$ cat src/rtl/gbsha_fir_pkg.sv
// Shared constants and the output saturation helper for the 5-tap FIR core and its output stage.
package gbsha_fir_pkg;

    localparam int BW_in      = 6;
    localparam int BW_product = 2 * BW_in;
    localparam int BW_sum     = BW_product + 2;
    localparam int BW_out     = 8;
    localparam int MAX_SHIFT  = BW_sum - BW_out;
    localparam int SAT_W      = 8;

    localparam int signed OUT_MAX = (2 ** (BW_out - 1)) - 1;
    localparam int signed OUT_MIN = -(2 ** (BW_out - 1));

    typedef struct packed {
        logic              sat;
        logic [BW_out-1:0] val;
    } sat_res_t;

    // Clamp a BW_sum+1 bit signed value to the BW_out range and flag when clamping happened.
    function automatic sat_res_t sat_to_out(input logic signed [BW_sum:0] t);
        sat_res_t r;
        if (t > OUT_MAX) begin
            r.sat = 1'b1;
            r.val = BW_out'(OUT_MAX);
        end else if (t < OUT_MIN) begin
            r.sat = 1'b1;
            r.val = BW_out'(OUT_MIN);
        end else begin
            r.sat = 1'b0;
            r.val = t[BW_out-1:0];
        end
        return r;
    endfunction

endpackage

$ cat src/rtl/gbsha_fir_out_stage_fifo.sv
// Show-ahead synchronous FIFO; the head holds the last popped word (0 after reset) while empty.
module gbsha_sync_fifo #(
    parameter int DEPTH = 4,
    parameter int WIDTH = 8
) (
    input  logic                     clk,
    input  logic                     rst_n,
    input  logic                     push,
    input  logic [WIDTH-1:0]         push_data,
    input  logic                     pop,
    output logic [WIDTH-1:0]         head,
    output logic [$clog2(DEPTH):0]   level
);

    localparam int AW = $clog2(DEPTH);
    localparam int LW = AW + 1;
    localparam logic [LW-1:0] FULL_LVL = LW'(DEPTH);

    logic [WIDTH-1:0] mem_q [DEPTH];
    logic [WIDTH-1:0] mem_d [DEPTH];
    logic [AW-1:0]    wr_ptr_q, wr_ptr_d;
    logic [AW-1:0]    rd_ptr_q, rd_ptr_d;
    logic [LW-1:0]    level_q, level_d;
    logic [WIDTH-1:0] last_q, last_d;
    logic             do_push_s;
    logic             do_pop_s;

    // Push/pop qualification, pointer and level bookkeeping.
    always_comb begin
        do_pop_s  = pop && (level_q != '0);
        do_push_s = push && ((level_q != FULL_LVL) || do_pop_s);
        mem_d     = mem_q;
        wr_ptr_d  = wr_ptr_q;
        rd_ptr_d  = rd_ptr_q;
        last_d    = last_q;
        level_d   = level_q;
        if (do_push_s) begin
            mem_d[wr_ptr_q] = push_data;
            wr_ptr_d        = wr_ptr_q + AW'(1);
        end else begin
            wr_ptr_d = wr_ptr_q;
        end
        if (do_pop_s) begin
            rd_ptr_d = rd_ptr_q + AW'(1);
            last_d   = mem_q[rd_ptr_q];
        end else begin
            rd_ptr_d = rd_ptr_q;
        end
        case ({do_push_s, do_pop_s})
            2'b10:   level_d = level_q + LW'(1);
            2'b01:   level_d = level_q - LW'(1);
            default: level_d = level_q;
        endcase
    end

    // FIFO state registers.
    always_ff @(posedge clk or negedge rst_n) begin
        if (!rst_n) begin
            for (int i = 0; i < DEPTH; i++) begin
                mem_q[i] <= '0;
            end
            wr_ptr_q <= '0;
            rd_ptr_q <= '0;
            level_q  <= '0;
            last_q   <= '0;
        end else begin
            mem_q    <= mem_d;
            wr_ptr_q <= wr_ptr_d;
            rd_ptr_q <= rd_ptr_d;
            level_q  <= level_d;
            last_q   <= last_d;
        end
    end

    // Head is the oldest entry, or the last word handed out once the FIFO has drained.
    always_comb begin
        if (level_q != '0) begin
            head = mem_q[rd_ptr_q];
        end else begin
            head = last_q;
        end
        level = level_q;
    end

endmodule

$ cat src/rtl/gbsha_fir_out_stage.sv
// FIR output stage: run-time arithmetic right shift, saturation to BW_out, FIFO with valid/ready.
// Define GBSHA_FIR_OUT_ROUND_EN for round-half-up before the shift; default truncates toward -inf.
module gbsha_fir_out_stage
    import gbsha_fir_pkg::*;
#(
    parameter int DEPTH   = 4,
    parameter int SHIFT_W = 3
) (
    input  logic                       clk,
    input  logic                       reset,
    input  logic                       in_valid,
    input  logic signed [BW_sum-1:0]   in_data,
    output logic                       in_ready,
    input  logic [SHIFT_W-1:0]         shift,
    output logic                       out_valid,
    output logic signed [BW_out-1:0]   out_data,
    input  logic                       out_ready,
    output logic [$clog2(DEPTH):0]     fifo_level,
    output logic [SAT_W-1:0]           sat_count,
    input  logic                       clear_stats
);

    localparam int LW = $clog2(DEPTH) + 1;
    localparam logic [LW:0] OCC_LIM = (LW + 1)'(DEPTH);
    localparam logic [SHIFT_W-1:0] SHIFT_LIM = SHIFT_W'(MAX_SHIFT);

    logic [SHIFT_W-1:0]       eff_s;
    logic signed [BW_sum:0]   ext_s;
    logic signed [BW_sum:0]   sum_s;
    logic signed [BW_sum:0]   t_s;
    sat_res_t                 res_s;
    logic [LW:0]              occ_s;
    logic                     in_ready_s;
    logic                     accept_s;
    logic                     sat_inc_s;
    logic                     pop_s;
    logic [LW-1:0]            level_s;
    logic [BW_out-1:0]        head_s;

    logic                     s1_valid_q, s1_valid_d;
    logic [BW_out-1:0]        s1_data_q, s1_data_d;
    logic                     s1_sat_q, s1_sat_d;
    logic [SAT_W-1:0]         sat_count_q, sat_count_d;

    // Conservative credit: stage register plus FIFO never exceed DEPTH, so stage 1 never stalls.
    always_comb begin
        occ_s      = {1'b0, level_s} + {{LW{1'b0}}, s1_valid_q};
        in_ready_s = reset && (occ_s < OCC_LIM);
        accept_s   = in_valid && in_ready_s;
    end

    // Scaler: widened by one bit so the rounding offset cannot wrap.
    always_comb begin
        if (shift > SHIFT_LIM) begin
            eff_s = SHIFT_LIM;
        end else begin
            eff_s = shift;
        end
        ext_s = {in_data[BW_sum-1], in_data};
`ifdef GBSHA_FIR_OUT_ROUND_EN
        if (eff_s != '0) begin
            sum_s = ext_s + ((BW_sum + 1)'(1) << (eff_s - SHIFT_W'(1)));
        end else begin
            sum_s = ext_s;
        end
`else
        sum_s = ext_s;
`endif
        t_s   = sum_s >>> eff_s;
        res_s = sat_to_out(t_s);
    end

    // Stage register next state: loads on accept, otherwise drains into the FIFO.
    always_comb begin
        s1_valid_d = accept_s;
        if (accept_s) begin
            s1_data_d = res_s.val;
            s1_sat_d  = res_s.sat;
        end else begin
            s1_data_d = s1_data_q;
            s1_sat_d  = s1_sat_q;
        end
    end

    // Saturation counter: sticky at the top, clear wins over a held value but not over a new event.
    always_comb begin
        sat_inc_s = s1_valid_q && s1_sat_q;
        if (clear_stats) begin
            sat_count_d = sat_inc_s ? SAT_W'(1) : SAT_W'(0);
        end else if (sat_inc_s && (sat_count_q != 8'hFF)) begin
            sat_count_d = sat_count_q + SAT_W'(1);
        end else begin
            sat_count_d = sat_count_q;
        end
    end

    // Stage-1 and statistics registers.
    always_ff @(posedge clk or negedge reset) begin
        if (!reset) begin
            s1_valid_q  <= 1'b0;
            s1_data_q   <= '0;
            s1_sat_q    <= 1'b0;
            sat_count_q <= '0;
        end else begin
            s1_valid_q  <= s1_valid_d;
            s1_data_q   <= s1_data_d;
            s1_sat_q    <= s1_sat_d;
            sat_count_q <= sat_count_d;
        end
    end

    assign pop_s = (level_s != '0) && out_ready;

    gbsha_sync_fifo #(
        .DEPTH (DEPTH),
        .WIDTH (BW_out)
    ) u_fifo (
        .clk       (clk),
        .rst_n     (reset),
        .push      (s1_valid_q),
        .push_data (s1_data_q),
        .pop       (pop_s),
        .head      (head_s),
        .level     (level_s)
    );

    // Output drive.
    always_comb begin
        in_ready   = in_ready_s;
        out_valid  = (level_s != '0);
        out_data   = head_s;
        fifo_level = level_s;
        sat_count  = sat_count_q;
    end

endmodule

$ cat config.mk
export PLATFORM = sky130hd
export DESIGN_NAME = gbsha_fir_out_stage
export DESIGN_NICKNAME = d
export VERILOG_FILES = /design/src/rtl/gbsha_fir_pkg.sv /design/src/rtl/gbsha_fir_out_stage_fifo.sv /design/src/rtl/gbsha_fir_out_stage.sv
export SDC_FILE = /design/constraint.sdc
export NUM_CORES = 1
export LEC_CHECK = 0
export ABC_AREA = 1
export BUFFER_PORTS_ARGS = -buffer_cell sky130_fd_sc_hd__buf_4
export CORE_MARGIN = 2
export CORE_UTILIZATION = 35
export CTS_BUF_LIST = sky130_fd_sc_hd__clkbuf_8
export DETAILED_ROUTE_END_ITERATION = 8
export PLACE_DENSITY_LB_ADDON = 0.3
export RECOVER_POWER = 50
export SETUP_SLACK_MARGIN = 0.5
export SLEW_MARGIN = 15
export SYNTH_ARGS = -nofsm -noshare
export SYNTH_HDL_FRONTEND = slang
export SYNTH_SLANG_ARGS = --single-unit
$ cat constraint.sdc
create_clock -name clk -period 4.1 [get_ports clk]
set_input_delay 0.615 -clock clk [delete_from_list [all_inputs] [get_ports clk]]
set_output_delay 0.615 -clock clk [all_outputs]
set_load 0.03 [all_outputs]
== Word level (Yosys, flattened, before mapping) ==
Cells that the tools add are included.
Storage, ports and cells
  bits in registers: 65
  latch bits: 0
  output and inout bits: 21
  bits in writable memories: 0
  input bits: 22
  bits in read-only memories: 0
  memories: 0
  word-level logic and storage cells: 58
Operators by class
  add/sub/neg operators: 6
  reduce and logical (&&, ||, !) cells: 12
  bitwise gates (word level): 2
  equal/unequal tests: 4
  mux-type cells: 14
  $mul: 0
  $lt $le $gt $ge: 7
  divide/modulo/power cells: 0
  shift-type cells: 1
Operators by type and width (count)
  8-bit two-way mux: 6
  32-bit bitwise mux: 1
  9-bit two-way mux: 2
  8-bit binary-select mux with 2-bit select: 1
  8-bit demux with 2-bit select: 1
  15-bit by 8-bit greater-than comparator with 1-bit output, second input constant: 1
  15-bit by 8-bit less-than comparator with 1-bit output, second input constant: 1
  14-bit by 3-bit >>> shifter with 15-bit output: 1
  8-bit by 1-bit adder with 8-bit output, second input constant: 1
  1-bit logical AND: 8
  8-bit != test, second input constant: 1
  3-bit greater-or-equal comparator, second input constant: 2
  2-bit inverter with 3-bit output: 2
  3-bit one-hot mux with 2 select lines: 1
  2-bit by 1-bit adder with 2-bit output, second input constant: 2
  3-bit by 1-bit adder with 4-bit output: 1
  4-bit by 3-bit less-than comparator with 1-bit output, second input constant: 1
  2-bit nonzero test: 2
  3-bit by 1-bit adder with 3-bit output, second input constant: 1
  3-bit greater-than comparator, second input constant: 1
  3-bit by 1-bit less-than comparator with 1-bit output, second input constant: 1
  3-bit two-way mux: 1
  3-bit != test, second input constant: 1
  3-bit nonzero test: 1
  other kinds (5): 5

== Longest topological paths before layout ==
  depth after elaboration: 7
  depth in mapped cells: 14
  mapped depth without buffers: 13

== Hierarchy ==
Synthesis repeated with hierarchy kept, for this count alone.
Unflattened totals
  cell total of the unflattened synthesis: 525
  area, all modules: 3946.3 µm²
Modules (own cells, without submodules)
  gbsha_sync_fifo: sequential area each 1176.1 µm², instances 1, cells an instance 302, area an instance 2497.4 µm²
  gbsha_fir_out_stage: sequential area each 450.4 µm², instances 1, cells an instance 223, area an instance 1448.9 µm²

== Least setup slack after synthesis ==
Ideal clock, no wire load.
  kind: reg-to-output
  start point: register u_fifo.level_q[2] (netlist: u_fifo.level[2])
  end point: output out_data[5]
  arrival time: 1.976 ns
  path buffers: 1
  required time: 3.485 ns
  stages on the path, launching flop included: 6
  setup slack: 1.509 ns
  cells stage by stage: dfrtp_1 > inv_1 > nand2_1 > inv_1 > clkbuf_1 > o21ai_0
On the way
  cells in the longest elaborated chain, start to end: 2
Ends and longest elaborated chain
  start: declaration: RTL line gbsha_fir_out_stage_fifo.sv:23  | logic [LW-1:0] level_q, level_d;
  start signal: assignment: RTL line gbsha_fir_out_stage_fifo.sv:70  | level_q <= level_d;
  3-bit nonzero test
  via out_valid: RTL line gbsha_fir_out_stage.sv:15  | output logic out_valid,
  8-bit two-way mux: RTL line gbsha_fir_out_stage_fifo.sv:77  | if (level_q != '0) begin
  end: declaration: RTL line gbsha_fir_out_stage.sv:16  | output logic signed [BW_out-1:0] out_data,
The timed path passes the listed nets, and every way through them passes these cells.

== Worst setup path after layout ==
  start point: register u_fifo.rd_ptr_q[0]
  end point: output out_data[2]
On the way
  cells in the longest elaborated chain, start to end: 5
Ends and longest elaborated chain
  start: declaration: RTL line gbsha_fir_out_stage_fifo.sv:22  | logic [AW-1:0] rd_ptr_q, rd_ptr_d;
  start signal: assignment: RTL line gbsha_fir_out_stage_fifo.sv:69  | rd_ptr_q <= rd_ptr_d;
  2-bit inverter with 3-bit output (not written as such): RTL line gbsha_fir_out_stage_fifo.sv:78  | head = mem_q[rd_ptr_q];
  8-bit binary-select mux with 2-bit select: RTL line gbsha_fir_out_stage_fifo.sv:78
  8-bit two-way mux (not written as such) (2 in series): RTL line gbsha_fir_out_stage_fifo.sv:78
  8-bit two-way mux: RTL line gbsha_fir_out_stage_fifo.sv:77
No other way between the ends. The select of a mux whose other input is x is not followed.

==> results by group <==
STA
  – Max Slew Vio Count: 66
  – Setup_tns: 0 ns
  – Maximum clock frequency: ~0.39 GHz
  – Final Hold Fails: 0
  – RSZ-0062 raised after global routing: false
  – # setup viols final: 0
  – Slew headroom: -4.65%
  – Crit path time final: 2.59 ns
  – Clk_skew: 0.00662 ns
  – Final Cycle Share: 63.2%
  – Slew @ Worst Pin: 1.57 ns

Setup path
  – WP data required: 3.48 ns
  – Reg2Reg Setup Slack: 1.92 ns
  – Crit Path Category: register to output pin
  – Crit end category: output pin
  – Worst Path Max Fanout: 34
  – Reg-to-reg critical path endpoint: u_fifo.level[2]
  – WP data arrival: 1.98 ns
  – Worst Reg-to-Reg Cells: 10
  – Startpoint Class: register
  – Crit path to: out_data[2]
  – CP startpoint: u_fifo.rd_ptr_q[0]
  – Critical R2R Launch: u_fifo.level[1]

Outcome
  – Failing checks: capacitance limit, slew limit
  – Status: finished, violations left

Logic synthesis
  – Async SR Flop Fraction: 100%
  – Syn Nets: 492
  – Yosys cell types: 32
  – Biggest area consumer among synthesized cells: dfrtp_1
  – Post-synth EDFFs: 0
  – Synth Warn #: 0
  – Syn Area/Cell: 7.81 µm²
  – Most frequent cells after synthesis: 127 x nand2_1, 65 x dfrtp_1, 65 x o21ai_0, 55 x inv_1, 32 x nand3_1
  – Sequential fraction of the synthesis area: about 45%
  – Count leader, synth: nand2_1
  – Top post-synthesis cells by area: dfrtp_1 45%, nand2_1 13%, o21ai_0 9.0%
  – Top FF cell, synth: dfrtp_1
  – Post-Syn Area: 0.00362 mm²
  – Synth Register Bits: 65
  – Yosys top cell area share: 45.0%
  – Synth Instances: 463

Drt
  – # DRC: 0
  – Vias: 3,025
  – DRT Wirelength: 7660 µm
  – DR iter-0 viols: 179
  – Post-DR vias/cell: 4.72
  – Drt first pass iters: 4
  – Per-cell routed wire length: 12.0 µm
  – DRT antenna net count: 0

Floorplanning
  – Height of the die: 106 µm
  – Initial core utilization: 35.5%
  – Die ar.: 0.0112 mm²
  – CORE AREA: 0.0102 mm²
  – Die X: 106 µm
  – Ports: 43
  – Site row count: 37

GRT
  – Global route total overflow: 0
  – Largest net degree at the start of global routing: 66
  – First-pass GRT wire length: 13,600 µm
  – Vias in the first global route: 2,916
  – Initial antenna violation count: 0
  – GR Util All Layers: 15.0%

Clocking
  – CTS clock-pin slew for the worst setup and hold paths: 0.07 ns
  – CTS tree: yes
  – # resized after CTS: 0
  – Hold-fix buffers, CTS: 0
  – CTS Sinks: 65
  – H-tree levels: 3
  – # Post-CTS Setup Buffers: 0
  – Root Buffer: clkbuf_8
  – Clock buffer depth: 2
  – Worst-Skew Late Latency: between 0.3 and 0.4 ns
  – Inserted Clock Buffers: 9

Flow run
  – Max cap viols: 1

Power and ir drop
  – P_leak: 2.09 nW
  – Cell Pwr Density: 677 mW/mm²
  – Worst vdd rail ir drop: 393 µV

Place
  – I/O Buffers: 42
  – GPL Wtd Cong: 0.811
  – Placed Cells incl. Taps: about 630
  – Hpwl dp: 5650 µm
  – Cell area after placement: just over 0.004 mm²

Final layout
  – Final non-filler cell total: 641
  – Fin nets: 529
  – Layout cell share with drive strength beyond 1: 15.4%
  – Post-route cell area: 0.00421 mm²
  – Ant diodes: 0
  – Area grow syn2layout: 16.3%

Hold path
  – Min-Delay Path Class: register to register
critical path, cell delays in order (launching register included):
cell	delay (ns)
dfrtp_1	0.89
a21oi_1	0.14
o21ai_0	0.12
nand2_1	0.12
o21ai_0	0.17
buf_4	0.19
cell usage in the layout (no fill, tap or decap), types with 6 or more instances in the layout:
cell type,instances
a21oi_1,27
buf_4,35
clkbuf_1,6
clkbuf_8,12
dfrtp_1,65
ha_1,6
inv_1,57
mux2_2,16
nand2_1,127
nand3_1,32
nor2_1,22
o21ai_0,65
worst min-delay path by stage:
stage | from | end | slack, ns | cells past startpoint
2_1_floorplan | reset | s1_data_q[0] | 0.32 | 0
3_5_place_dp | u_fifo.last_q[1] | u_fifo.last_q[1] | 0.47 | 2
4_1_cts | reset | u_fifo.level[1] | 0.49 | 2
5_1_grt | clear_stats | sat_count[7] | 0.50 | 2
6_report | u_fifo.last_q[2] | u_fifo.last_q[2] | 0.48 | 2
3_3_place_gp | s1_sat_q | s1_sat_q | 0.46 | 2
sequential cells by signal, indices dropped and copies added (netlist names):
register,count
u_fifo.rd_ptr_q,2
s1_valid_q,1
u_fifo.level,3
s1_sat_q,1
u_fifo.mem_q,32
s1_data_q,8
sat_count,8
u_fifo.last_q,8
u_fifo.wr_ptr_q,2
logic make-up (layout without fill, tap and decap cells):
kind of cell	Yosys count	after routing	share of synthesized area (%)
fa+ha+maj	7	7	2.63
simple gates	194	194	22.7
compound gates	102	102	14.8
xor+xnor	4	4	0.969
flops	65	65	45.0
buf+inv	72	114	8.06
mux	19	19	5.81
stage by stage:
stage               setup WS, ns  utilization, %  power, W  hold WS [ns]
CTS                         1.51            41.5   0.00288         0.487
global route                1.23            41.3   0.00309         0.497
finish                      1.51            41.3   0.00285         0.485
detailed placement          1.81            39.5   0.00231         0.474
floorplan                   1.51               -   0.00192         0.319
global placement            1.85            39.5   0.00228         0.464
area by class of cell:
cell class | count | area [µm²]
Inverter | 55 | 206
Timing Repair Buffer | 43 | 298
Sequential cell | 65 | 1630
Clock buffer | 12 | 165
Multi-Input combinational cell | 326 | 1700
Tap cell | 136 | 170
Clock inverter | 4 | 42.5
Fill cell | 1067 | 5980
report_power, final:
group / internal [W] / switching (W) / total, W / leakage (nW)
combinational: 0.000437 / 0.000713 / 0.00115 / 1.16
sequential: 0.000914 / 0.000226 / 0.00114 / 0.811
clock: 0.000325 / 0.000231 / 0.000557 / 0.115
total: 0.00168 / 0.00117 / 0.00285 / 2.09
metal layers:
layer / vias to the layer above / GRT usage [%] / share of wire [%]
li1: 1574 / - / -
met1: 1379 / 20.5 / 50
met2: 62 / 23.3 / 44
met3: 10 / 3.03 / 4.0
met4: 0 / 5.92 / 1.7
met5: - / 0 / 0
Power figures use the tool's default switching activity.
